File: src/rtl/dsp_fetch_if.sv
// ============================================================================
// dsp_fetch_if : instruction-memory and decode-side signals of the fetch unit
// Rev 1.0
// ============================================================================
`default_nettype none

interface dsp_fetch_if #(
  parameter int PC_WIDTH   = 16,
  parameter int INST_WIDTH = 32
) ();

  logic                  imem_req;
  logic [PC_WIDTH-1:0]   imem_addr;
  logic [INST_WIDTH-1:0] imem_rdata;
  logic [INST_WIDTH-1:0] inst_out;
  logic [PC_WIDTH-1:0]   inst_pc;
  logic                  inst_valid;
  logic                  inst_ready;

  // Fetch unit drives requests and the decode-side word.
  modport master (
    output imem_req, imem_addr, inst_out, inst_pc, inst_valid,
    input  imem_rdata, inst_ready
  );

  modport slave (
    input  imem_req, imem_addr, inst_out, inst_pc, inst_valid,
    output imem_rdata, inst_ready
  );

endinterface

`default_nettype wire

File: src/rtl/dsp_fetch.sv
// ============================================================================
// dsp_fetch : PC, fixed-latency fetch, 2-entry FIFO to decode, redirect flush.
// Optional JMP predecode under `DSP_FETCH_JMP_PREDECODE_EN.   Rev 1.0
// ============================================================================
`default_nettype none

module dsp_fetch #(
  parameter int                  PC_WIDTH   = 16,
  parameter int                  INST_WIDTH = 32,
  parameter logic [PC_WIDTH-1:0] RESET_PC   = '0
) (
  input  wire logic                clk,
  input  wire logic                rst,
  input  wire logic                start_i,
  input  wire logic                halt_req_i,
  input  wire logic                redirect_valid_i,
  input  wire logic [PC_WIDTH-1:0] redirect_pc_i,
  output logic                     halted_o,
  dsp_fetch_if.master              fetch_bus
);

  typedef enum logic [1:0] {
    ST_IDLE   = 2'd0,
    ST_RUN    = 2'd1,
    ST_HALTED = 2'd2
  } state_e;

  state_e                state_q, state_d;
  logic [PC_WIDTH-1:0]   pc_q, pc_d;
  logic                  inflight_q, inflight_d;
  logic [PC_WIDTH-1:0]   inflight_pc_q, inflight_pc_d;
  logic                  kill_q, kill_d;
  logic [INST_WIDTH-1:0] fifo_data_q [2];
  logic [PC_WIDTH-1:0]   fifo_pc_q   [2];
  logic                  rd_ptr_q, rd_ptr_d;
  logic                  wr_ptr_q, wr_ptr_d;
  logic [1:0]            count_q, count_d;

  logic w_redirect;
  logic w_pop;
  logic w_push;
  logic w_issue;
  logic w_jmp;

  assign w_redirect = (state_q == ST_RUN) && redirect_valid_i;
  assign w_pop      = (count_q != 2'd0) && fetch_bus.inst_ready;
  assign w_push     = inflight_q && !kill_q && !w_redirect;
  // Credit only occupancy already committed; a same-cycle pop frees nothing.
  assign w_issue    = (state_q == ST_RUN) && !redirect_valid_i &&
                      (({1'b0, count_q} + {2'b00, inflight_q}) < 3'd2);

`ifdef DSP_FETCH_JMP_PREDECODE_EN
  assign w_jmp = w_push && (fetch_bus.imem_rdata[INST_WIDTH-1 -: 6] == 6'b100000);
`else
  assign w_jmp = 1'b0;
`endif

  always_comb begin
    state_d       = state_q;
    pc_d          = pc_q;
    inflight_d    = w_issue;
    inflight_pc_d = w_issue ? pc_q : inflight_pc_q;
    kill_d        = 1'b0;
    rd_ptr_d      = rd_ptr_q;
    wr_ptr_d      = wr_ptr_q;
    count_d       = count_q;

    case (state_q)
      ST_IDLE:   if (start_i)    state_d = ST_RUN;
      ST_RUN:    if (halt_req_i) state_d = ST_HALTED;
      ST_HALTED: state_d = ST_HALTED;
      default:   state_d = ST_IDLE;
    endcase

    if (w_redirect) begin
      pc_d     = redirect_pc_i;
      rd_ptr_d = 1'b0;
      wr_ptr_d = 1'b0;
      count_d  = 2'd0;
    end else begin
      if (w_issue) pc_d = pc_q + 1'b1;
      if (w_jmp) begin
        pc_d   = PC_WIDTH'(fetch_bus.imem_rdata[15:0]);
        kill_d = w_issue;
      end
      if (w_pop)  rd_ptr_d = ~rd_ptr_q;
      if (w_push) wr_ptr_d = ~wr_ptr_q;
      count_d = count_q + {1'b0, w_push} - {1'b0, w_pop};
    end
  end

  always_ff @(posedge clk) begin
    if (rst) begin
      state_q        <= ST_IDLE;
      pc_q           <= RESET_PC;
      inflight_q     <= 1'b0;
      inflight_pc_q  <= '0;
      kill_q         <= 1'b0;
      rd_ptr_q       <= 1'b0;
      wr_ptr_q       <= 1'b0;
      count_q        <= 2'd0;
      fifo_data_q[0] <= '0;
      fifo_data_q[1] <= '0;
      fifo_pc_q[0]   <= '0;
      fifo_pc_q[1]   <= '0;
    end else begin
      state_q       <= state_d;
      pc_q          <= pc_d;
      inflight_q    <= inflight_d;
      inflight_pc_q <= inflight_pc_d;
      kill_q        <= kill_d;
      rd_ptr_q      <= rd_ptr_d;
      wr_ptr_q      <= wr_ptr_d;
      count_q       <= count_d;
      if (w_push) begin
        fifo_data_q[wr_ptr_q] <= fetch_bus.imem_rdata;
        fifo_pc_q[wr_ptr_q]   <= inflight_pc_q;
      end
    end
  end

  assign fetch_bus.imem_req   = w_issue;
  assign fetch_bus.imem_addr  = pc_q;
  assign fetch_bus.inst_valid = (count_q != 2'd0);
  assign fetch_bus.inst_out   = fifo_data_q[rd_ptr_q];
  assign fetch_bus.inst_pc    = fifo_pc_q[rd_ptr_q];
  assign halted_o             = (state_q == ST_HALTED);

  a_no_overflow : assert property (@(posedge clk) disable iff (rst)
    !(w_push && !w_pop && (count_q == 2'd2)));

endmodule

`default_nettype wire
File: src/flat_wrapper.sv
// flat-port wrapper written by rule: the top's interface ports become plain ports
module dsp_fetch_flat 
#(
  parameter int                  PC_WIDTH   = 16,
  parameter int                  INST_WIDTH = 32,
  parameter logic [PC_WIDTH-1:0] RESET_PC   = '0
)
  (clk, rst, start_i, halt_req_i, redirect_valid_i, redirect_pc_i, halted_o, fetch_bus_imem_req, fetch_bus_imem_addr, fetch_bus_inst_out, fetch_bus_inst_pc, fetch_bus_inst_valid, fetch_bus_imem_rdata, fetch_bus_inst_ready);
  dsp_fetch_if #(.PC_WIDTH(PC_WIDTH), .INST_WIDTH(INST_WIDTH)) fetch_bus_i ();
  input  wire logic clk;
  input  wire logic rst;
  input  wire logic start_i;
  input  wire logic halt_req_i;
  input  wire logic redirect_valid_i;
  input  wire logic [PC_WIDTH-1:0] redirect_pc_i;
  output logic halted_o;
  output wire logic [$bits(fetch_bus_i.imem_req)-1:0] fetch_bus_imem_req;
  output wire logic [$bits(fetch_bus_i.imem_addr)-1:0] fetch_bus_imem_addr;
  output wire logic [$bits(fetch_bus_i.inst_out)-1:0] fetch_bus_inst_out;
  output wire logic [$bits(fetch_bus_i.inst_pc)-1:0] fetch_bus_inst_pc;
  output wire logic [$bits(fetch_bus_i.inst_valid)-1:0] fetch_bus_inst_valid;
  input wire logic [$bits(fetch_bus_i.imem_rdata)-1:0] fetch_bus_imem_rdata;
  input wire logic [$bits(fetch_bus_i.inst_ready)-1:0] fetch_bus_inst_ready;
  assign fetch_bus_imem_req = fetch_bus_i.imem_req;
  assign fetch_bus_imem_addr = fetch_bus_i.imem_addr;
  assign fetch_bus_inst_out = fetch_bus_i.inst_out;
  assign fetch_bus_inst_pc = fetch_bus_i.inst_pc;
  assign fetch_bus_inst_valid = fetch_bus_i.inst_valid;
  assign fetch_bus_i.imem_rdata = fetch_bus_imem_rdata;
  assign fetch_bus_i.inst_ready = fetch_bus_inst_ready;
  dsp_fetch #(.PC_WIDTH(PC_WIDTH), .INST_WIDTH(INST_WIDTH), .RESET_PC(RESET_PC)) u_core (.clk(clk), .rst(rst), .start_i(start_i), .halt_req_i(halt_req_i), .redirect_valid_i(redirect_valid_i), .redirect_pc_i(redirect_pc_i), .halted_o(halted_o), .fetch_bus(fetch_bus_i));
endmodule
File: config.mk
export PLATFORM = sky130hd
export DESIGN_NAME = dsp_fetch_flat
export DESIGN_NICKNAME = d
export VERILOG_FILES = /design/src/rtl/dsp_fetch_if.sv /design/src/rtl/dsp_fetch.sv /design/src/flat_wrapper.sv
export SDC_FILE = /design/constraint.sdc
export NUM_CORES = 1
export LEC_CHECK = 0
export CAP_MARGIN = 20
export CORE_UTILIZATION = 40
export DETAILED_ROUTE_END_ITERATION = 7
export PLACE_DENSITY = 0.74
export SYNTH_ARGS = -nofsm -noshare
export SYNTH_HDL_FRONTEND = slang
export SYNTH_SLANG_ARGS = --single-unit
File: constraint.sdc
create_clock -name clk -period 7.1 [get_ports clk]
set_clock_uncertainty 0.1 [all_clocks]
set_input_delay 1.42 -clock clk [delete_from_list [all_inputs] [get_ports clk]]
set_output_delay 1.42 -clock clk [all_outputs]
set_load 0.1 [all_outputs]
==> flow_summary.ini, run 1 <==
[layout]
drive_gt1_frac = 0.161
area_delta_synth_final_pct = 32.9
instances_no_fill = 780
final_net_count = 643
nFillCells = 1161
diodes = 0

[timing]
rsz0062_at_grt = false
tightest_slew_ns = 1.03
slew-limit-headroom = 0.313
timing.hold.ws_ns = 0.421
timing.final.crit_share = 0.738
max_freq_mhz = 191
tns_ns = 0
finalCriticalPeriod_ns = 5.24
slew_violations = 0
hold_violations = 0
setup_ws_ns = 1.86
finalSetupViolations = 0

[route]
viasPerCell = 5.04
post_drt_wl_per_cell_um = 16.0
drtPass1Iterations = 4
route.detailed.drc = 0
drt_wl_total_um = 12500
vias = 3931
ant_nets = 0
first_iter_violations = 229

[power_and_ir_drop]
powerDensity_mw_per_mm2 = 325
p_sw_frac = 0.351
internal-power_mw = 1.68
switchingPower_uw = 911
power.leakage_nw = 2.94
p_clk_frac = 0.338
vdd_drop_max_uv = 178
p_comb_frac = 0.302
pwr-share-seq = 0.360

[hold_path]
min_path_cells = 2
min_from = u_core.inflight_pc_q[6]$_SDFFE_PP0P_
holdCritPathClass = register to register
hold_path_end = u_core.inflight_pc_q[6]$_SDFFE_PP0P_

[die]
io_pins = 121
die-area_mm2 = 0.0155
start_util = 0.411
die_y_um = 124
row_count = 44
core_mm2 = 0.0146
fp.dieW_um = 124

[synth]
synth-simple-area-share = 0.176
synth-seq-cells = 136
synth-main-ff-cell = edfxtp_1
synthCells = 463
syn_area_per_cell_um2 = 13.0
synth_top_family_by_area = simple AND/OR/NAND/NOR gates
synth-seq-area-share = 0.614
yosys_warnings = 0
syn_nets = 523
synthXorXnorAreaFrac = 0.0117
synthArstFlopShare = 0
synthMuxAreaShare = 0.122
synth_area_mm2 = 0.00600
synthAdderAreaFrac = 0.0125
synth_edf_count = 96
synth_compound_gate_area_share = 0.0361
synth_cell_types = 37

[worst_setup_path]
worstPathArrival_ns = 3.72
path_class = input pin to output pin
reg2reg_to = u_core.fifo_data_q[0][12]$_SDFFCE_PN0P_
critPathCaptureType = output pin
path_max_fanout = 19
crit_required_ns = 5.58
cp-start-kind = input pin
timing.rr.start = u_core.state_q[1]$_SDFFE_PP0P_
ff2ff_setup_slack_ns = 3.82
ff2ff_path_depth = 6

[grt]
antenna_found_initial = 0
gr-total-overflow = 0
grt_pass1_wl_um = 20100
grt_usage = 0.167
first_global_vias = 4009
grt_start_max_net_pins = 50

[placed_design]
gp_congestion = 0.792
portBuffers = 120
dp_cells = 748
dp_slack_ns = 1.87
hpwl_um = 7940

[cts]
cts_resized = 0
cts_tree = done
htreeDepth = 4
clockRootBuffer = clkbuf_16
cts.clk_slew.worst_paths_ns = 0.06
post_cts_buffers = 0
clock_path_buffers = 2
cts.sinks = 136
clock_latency_ns = 0.41
hold_buffers = 0
cts_made_buffers = 17

[job]
cap_violations = 0

[run_status]
outcome = finished clean
cell type report:
| cell class | count | area, µm² | share of cell area |
|---|---|---|---|
| Sequential cell | 136 | 3680 | 0.462 |
| Tap cell | 184 | 230 | 0.0289 |
| Clock inverter | 5 | 52.6 | 0.00660 |
| Clock buffer | 27 | 554 | 0.0696 |
| Timing Repair Buffer | 127 | 1250 | 0.157 |
| Inverter | 8 | 30.0 | 0.00377 |
| Multi-Input combinational cell | 293 | 2160 | 0.271 |
cell usage after synthesis, drive strengths merged, types with 6 or more instances:
| library cell | count | share of area |
|---|---|---|
| o21ai | 17 | 0.014 |
| ha | 6 | 0.013 |
| xor2 | 6 | 0.0088 |
| buf | 7 | 0.010 |
| nand4 | 7 | 0.012 |
| dfxtp | 40 | 0.13 |
| clkbuf | 19 | 0.012 |
| or3 | 8 | 0.0083 |
| nand3 | 9 | 0.0083 |
| mux2i | 18 | 0.030 |
| a31oi | 9 | 0.0094 |
| nor2 | 22 | 0.014 |
| inv | 8 | 0.0050 |
| and2 | 100 | 0.10 |
| nor3 | 6 | 0.0050 |
| nand2 | 10 | 0.0067 |
| edfxtp | 96 | 0.48 |
| mux2 | 49 | 0.092 |
cell usage in the layout, fill, tap and decap left out, drive strengths merged, types with 6 or more instances in the layout:
cell / Yosys / layout
a31oi: 9 / 9
clkbuf: 19 / 27
buf: 7 / 7
clkdlybuf4s50: 0 / 120
edfxtp: 96 / 96
dfxtp: 40 / 40
ha: 6 / 6
and2: 100 / 100
or3: 8 / 8
xor2: 6 / 6
o21ai: 17 / 17
mux2i: 18 / 18
nand3: 9 / 9
nand4: 7 / 7
nor3: 6 / 6
nand2: 10 / 10
mux2: 49 / 49
inv: 8 / 10
nor2: 22 / 22
stage by stage:
step	cell area (µm²)	util	total power [mW]
after floorplan	6000	-	1.56
after global placement	7360	0.505	1.72
after detailed placement	7360	0.505	1.73
after CTS	7970	0.546	2.61
after global routing	7970	0.546	2.68
final	7970	0.546	2.59
flip-flops by register name, summed over array words and instances (netlist names), named ones only:
signal                      count
u_core.fifo_data_q             64
u_core.fifo_pc_q               32
u_core.fetch_bus.imem_addr     16
u_core.inflight_pc_q           16
u_core.count_q                  2
u_core.state_q                  2
u_core.inflight_q               1
u_core.rd_ptr_q                 1
u_core.wr_ptr_q                 1
worst max-delay path, stage by stage:
cell and delay (ns):
clkdlybuf4s50_1 0.54, and3b_1 0.27, buf_4 0.29, clkdlybuf4s50_1 1.19
per-layer routing:
metal	vias up	GRT usage	share of wire
met5	-	0	0
met4	0	0.0744	0.014
met3	15	0.0412	0.047
met2	136	0.272	0.49
met1	1883	0.209	0.45
li1	1897	-	-
power by group through the flow:
| stage | Sequential [mW] | Clock, mW | Combinational, mW |
|---|---|---|---|
| 5_1_grt | 0.939 | 0.926 | 0.811 |
| 3_3_place_gp | 0.945 | 0 | 0.778 |
| 2_1_floorplan | 1.02 | 0 | 0.543 |
| 6_report | 0.933 | 0.876 | 0.783 |
| 3_5_place_dp | 0.949 | 0 | 0.785 |
| 4_1_cts | 0.933 | 0.892 | 0.788 |
kinds of logic (layout without fill, tap and decap cells):
logic type               Yosys count  in the layout
AND/OR/NAND/NOR                  175            175
flip-flops                       136            136
multiplexers                      67             67
AO/OA/AOI/OAI                     37             37
buffers and inverters             34            167
XOR/XNOR                           8              8
adder cells (fa/ha/maj)            6              6
worst max path at each step:
stage,start,to,slack (ns),depth (start not counted)
floorplan,redirect_valid_i,u_core.fifo_data_q[0][0]$_SDFFCE_PN0P_,1.19,4
global placement,redirect_valid_i,fetch_bus_imem_req,1.89,4
detailed placement,redirect_valid_i,fetch_bus_imem_req,1.87,4
CTS,redirect_valid_i,fetch_bus_imem_req,1.86,4
global route,redirect_valid_i,fetch_bus_imem_req,1.80,4
finish,redirect_valid_i,fetch_bus_imem_req,1.86,4
Power figures use the tool's default switching activity.
==> run 2: changes to the inputs <==
- PLACE_DENSITY: 0.74 -> 0.76
- clock period: 7.1 -> 4.66 ns (I/O delays scaled with it)
==> run 2 against run 1 <==
  * Cell count up 0.13%
  * Sequential power up 53%
  * Sequential cell count unchanged
  * Routed wire length up 2.1%
  * Worst setup slack worse by 1.0 ns
==> flow_summary.ini, run 2 (synthesis results as in run 1) <==
[run_status]
outcome = finished clean

[cts]
clock_path_buffers = 2
cts.clk_slew.worst_paths_ns = 0.06
hold_buffers = 0
cts.sinks = 136
cts_resized = 0
post_cts_buffers = 0
htreeDepth = 4
clock_latency_ns = 0.41
cts_made_buffers = 17
clockRootBuffer = clkbuf_16
cts_tree = done

[timing]
max_freq_mhz = 262
finalSetupViolations = 0
slew-limit-headroom = 0.321
rsz0062_at_grt = false
tightest_slew_ns = 1.01
timing.final.crit_share = 0.819
finalCriticalPeriod_ns = 3.82
hold_violations = 0
slew_violations = 0
tns_ns = 0

[placed_design]
portBuffers = 120
hpwl_um = 8460
gp_congestion = 0.746

[layout]
largest_register_ffs = 64
final_cell_mix = clkdlybuf4s50_1 (119), and2_1 (100), edfxtp_1 (96), mux2_2 (49), dfxtp_1 (39)
area_delta_synth_final_pct = 33.3
layout_commonest_cell = clkdlybuf4s50_1
final_net_count = 644
nFillCells = 1197
post-route-util = 0.548
diodes = 0
reg.largest.list = u_core.fifo_data_q x64, u_core.fifo_pc_q x32
top_register = u_core.fifo_data_q
drive_gt1_frac = 0.168

[die]
row_count = 44
fp.dieW_um = 124
start_util = 0.411
io_pins = 121
die-area_mm2 = 0.0155
core_mm2 = 0.0146
die_y_um = 124

[hold_path]
min_path_cells = 2
holdCritPathClass = register to register

[worst_setup_path]
cp-start-kind = register
path_class = register to output pin
crit_required_ns = 3.63
critPathCaptureType = output pin
ff2ff_path_depth = 6
path_max_fanout = 37
worstPathArrival_ns = 2.78

[job]
cap_violations = 0

[power_and_ir_drop]
powerDensity_mw_per_mm2 = 497
power.leakage_nw = 2.93
vdd_drop_max_uv = 296
p_comb_frac = 0.300
p_sw_frac = 0.360
internal-power_mw = 2.54
pwr-share-seq = 0.360
switchingPower_mw = 1.43
p_clk_frac = 0.340

[grt]
grt_pass1_wl_um = 20600
grt_usage = 0.171
first_global_vias = 4068
antenna_found_initial = 0
grt_start_max_net_pins = 49
gr-total-overflow = 0

[route]
post_drt_wl_per_cell_um = 16.3
drt_wl_total_um = 12700
ant_nets = 0
route.detailed.drc = 0
first_iter_violations = 217
viasPerCell = 5.02
drtPass1Iterations = 4
vias = 3922
[run 2: changes by cell type in the layout (fill, tap and decap cells not counted), sizes merged]
cell           before  now
inv                10   11
buf                 7    9
clkdlybuf4s50     120  119
bufinv              1    3
clkinv              2    3
clkbuf             27   18
clkinvlp            0    5
[run 2: metal layers]
metal | part of all wire | global-route usage
met1 | 0.43 | 0.204
met2 | 0.51 | 0.298
met3 | 0.042 | 0.0399
met4 | 0.014 | 0.0680
met5 | 0 | 0
[run 2: worst max-delay path, cell delays in order (launching register included)]
cell and delay [ns]:
dfxtp_2 0.48, buf_4 0.48, mux2_2 0.25, clkdlybuf4s50_1 1.14
[run 2: path summary, 6_finish.rpt]
kind / to / from / slack [ns]
setup reg to reg: u_core.fifo_data_q[1][27]$_SDFFCE_PN0P_ / u_core.state_q[1]$_SDFFE_PP0P_ / 2.40
setup / recovery: fetch_bus_inst_out[10] / register / 0.84
hold reg to reg: u_core.inflight_pc_q[14]$_SDFFE_PP0P_ / u_core.inflight_pc_q[14]$_SDFFE_PP0P_ / 0.41
hold / removal: u_core.inflight_pc_q[14]$_SDFFE_PP0P_ / u_core.inflight_pc_q[14]$_SDFFE_PP0P_ / 0.41
[run 2: through the flow]
stage / instances / hold slack, ns / total power, mW / instance area (µm²) / worst slack (ns)
2_1_floorplan: 463 / 0.366 / 2.38 / 6000 / 0.536
3_3_place_gp: 749 / 0.379 / 2.63 / 7390 / 1.27
3_5_place_dp: 749 / 0.391 / 2.65 / 7390 / 1.23
4_1_cts: 781 / 0.413 / 4.00 / 7990 / 0.786
5_1_grt: 781 / 0.450 / 4.10 / 7990 / 0.686
6_report: 781 / 0.411 / 3.97 / 7990 / 0.844
[run 2: power groups by stage]
stage	Clock (mW)	Sequential [mW]	Combinational (mW)
floorplan	0	1.55	0.827
global placement	0	1.45	1.18
detailed placement	0	1.46	1.20
CTS	1.37	1.43	1.20
global route	1.42	1.44	1.24
finish	1.35	1.43	1.19
[run 2: cell type report]
cell class / instances / area, µm² / share of cell area
Inverter: 8 / 30.0 / 0.00376
Multi-Input combinational cell: 293 / 2160 / 0.271
Sequential cell: 136 / 3680 / 0.461
Timing Repair Buffer: 128 / 1280 / 0.161
Tap cell: 184 / 230 / 0.0288
Clock buffer: 18 / 429 / 0.0537
Clock inverter: 14 / 173 / 0.0216
==> run 3: changes to the inputs <==
- clock period: 4.66 -> 3.2 ns (I/O delays scaled with it)
==> run 3 against run 2 <==
  * Sequential power grew 45%
  * First-iteration DRC count grew 21%
  * Sequential cell count is the same
  * Register-to-register slack lost 1.5 ns
  * Sequential share of layout area grew 0.90 points
  * Routed wire length shrank 1.5%
==> flow_summary.ini, run 3 (synthesis results as in run 1) <==
[run_status]
outcome = finished clean

[worst_setup_path]
cp_top_family = buffers and inverters
cp-start-kind = register
slowest_stage = buf_4
slowest_delay_ns = 0.52
path_cells = buf_4 > mux2_2 > buf_4
critPathCaptureType = output pin
worstPathArrival_ns = 1.95
path_max_fanout = 48
path_class = register to output pin
crit_buf_inv = 2
cpMostUsedCell = buf_4
timing.rr.start = u_core.state_q[1]$_SDFFE_PP0P_
crit_required_ns = 2.46

[die]
die_y_um = 124
die-area_mm2 = 0.0155
fp.dieW_um = 124
io_pins = 121
row_count = 44
core_mm2 = 0.0146
start_util = 0.411

[grt]
antenna_found_initial = 0
grt_pass1_wl_um = 20200
grt_usage = 0.168
first_global_vias = 3974
grt_start_max_net_pins = 49
gr-total-overflow = 0

[placed_design]
placed_area_mm2 = 0.00725
hpwl_um = 8010
gp_congestion = 0.771
portBuffers = 120

[cts]
cts_tree = done
htreeDepth = 4
clock_latency_ns = 0.41
cts.sinks = 136
cts_made_buffers = 17
hold_buffers = 0
clockRootBuffer = clkbuf_16
cts.clk_slew.worst_paths_ns = 0.06
cts_resized = 0
post_cts_buffers = 0
clock_path_buffers = 2

[layout]
area_delta_synth_final_pct = 30.7
layout_commonest_cell = and2_1
top_register = u_core.fifo_data_q
final_net_count = 645
nFillCells = 1241
final_cell_mix = and2_1 (100), edfxtp_1 (96), buf_4 (73), clkdlybuf4s50_1 (53), mux2_2 (49)
reg.largest.list = u_core.fifo_data_q x64, u_core.fifo_pc_q x32
stdcell_area_mm2 = 0.00784
diodes = 0
drive_gt1_frac = 0.279
largest_register_ffs = 64

[route]
drtPass1Iterations = 4
viasPerCell = 4.96
post_drt_wl_per_cell_um = 16.0
first_iter_violations = 263
drt_wl_total_um = 12500
route.detailed.drc = 0
vias = 3880
ant_nets = 0

[timing]
slew-limit-headroom = 0.555
max_freq_mhz = 372
tightest_slew_ns = 0.667
timing.final.crit_share = 0.840
hold_violations = 0
tns_ns = 0
finalSetupViolations = 0
finalCriticalPeriod_ns = 2.69
timing.hold.ws_ns = 0.406
slew_violations = 0
rsz0062_at_grt = false

[hold_path]
min_from = u_core.inflight_pc_q[14]$_SDFFE_PP0P_
holdCritPathClass = register to register

[power_and_ir_drop]
vdd_drop_max_uv = 446
powerDensity_mw_per_mm2 = 726
power.leakage_nw = 3.05

[job]
cap_violations = 0
## run 3: cell count changes in the layout (fill, tap and decap cells not counted)
cell	delta
buf_12	+1
buf_4	+66
bufinv_16	-2
clkbuf_16	+2
clkdlybuf4s50_1	-66
clkinv_4	+5
clkinvlp_4	-4
inv_4	+1
inv_6	-2
## run 3: worst paths after layout
path / to / slack (ns) / depth (start not counted)
worst min register to register: u_core.inflight_pc_q[14]$_SDFFE_PP0P_ / 0.41 / 2
worst min-delay path: u_core.inflight_pc_q[14]$_SDFFE_PP0P_ / 0.41 / 2
worst max-delay path: fetch_bus_inst_pc[6] / 0.51 / 3
worst max register to register: u_core.fifo_data_q[1][29]$_SDFFCE_PN0P_ / 0.89 / 6
## run 3: per-stage QoR
stage,setup slack [ns],instances,power [mW],utilization
3_5_place_dp,0.303,750,3.82,0.497
3_3_place_gp,0.387,750,3.80,0.497
4_1_cts,0.490,782,5.73,0.537
5_1_grt,0.437,782,5.87,0.537
6_report,0.512,782,5.69,0.537
2_1_floorplan,0.280,463,3.46,-
## run 3: routing by layer
metal	GRT usage	share of wire	vias up	routed length (µm)
met4	0.0624	0.014	0	180
met5	0	0	-	0
li1	-	-	1902	-
met2	0.286	0.50	95	6310
met3	0.0447	0.037	12	463
met1	0.204	0.45	1871	5580
## run 3: power by group
part | internal (mW) | switching (mW) | leakage (nW)
combinational | 0.437 | 1.27 | 1.44
sequential | 1.99 | 0.0760 | 1.32
clock | 1.17 | 0.748 | 0.291
## run 3: worst min-delay path, delay by kind of cell, from the launching register on
| kind | cells | cell delay [ns] |
|---|---|---|
| DFF | 1 | 0.33 |
| muxes | 1 | 0.07 |
| and+or+nand+nor | 1 | 0.07 |
## run 3: final cells by class
cell class              instances  area (µm²)  share of cell area
flip-flops and latches        136        3680               0.470
multi-input cells             293        2160               0.276
repair buffers                129        1140               0.145
clock buffers                  20         479              0.0611
well taps                     184         230              0.0294
clock inverters                12         115              0.0147
inverters                       8        30.0             0.00383
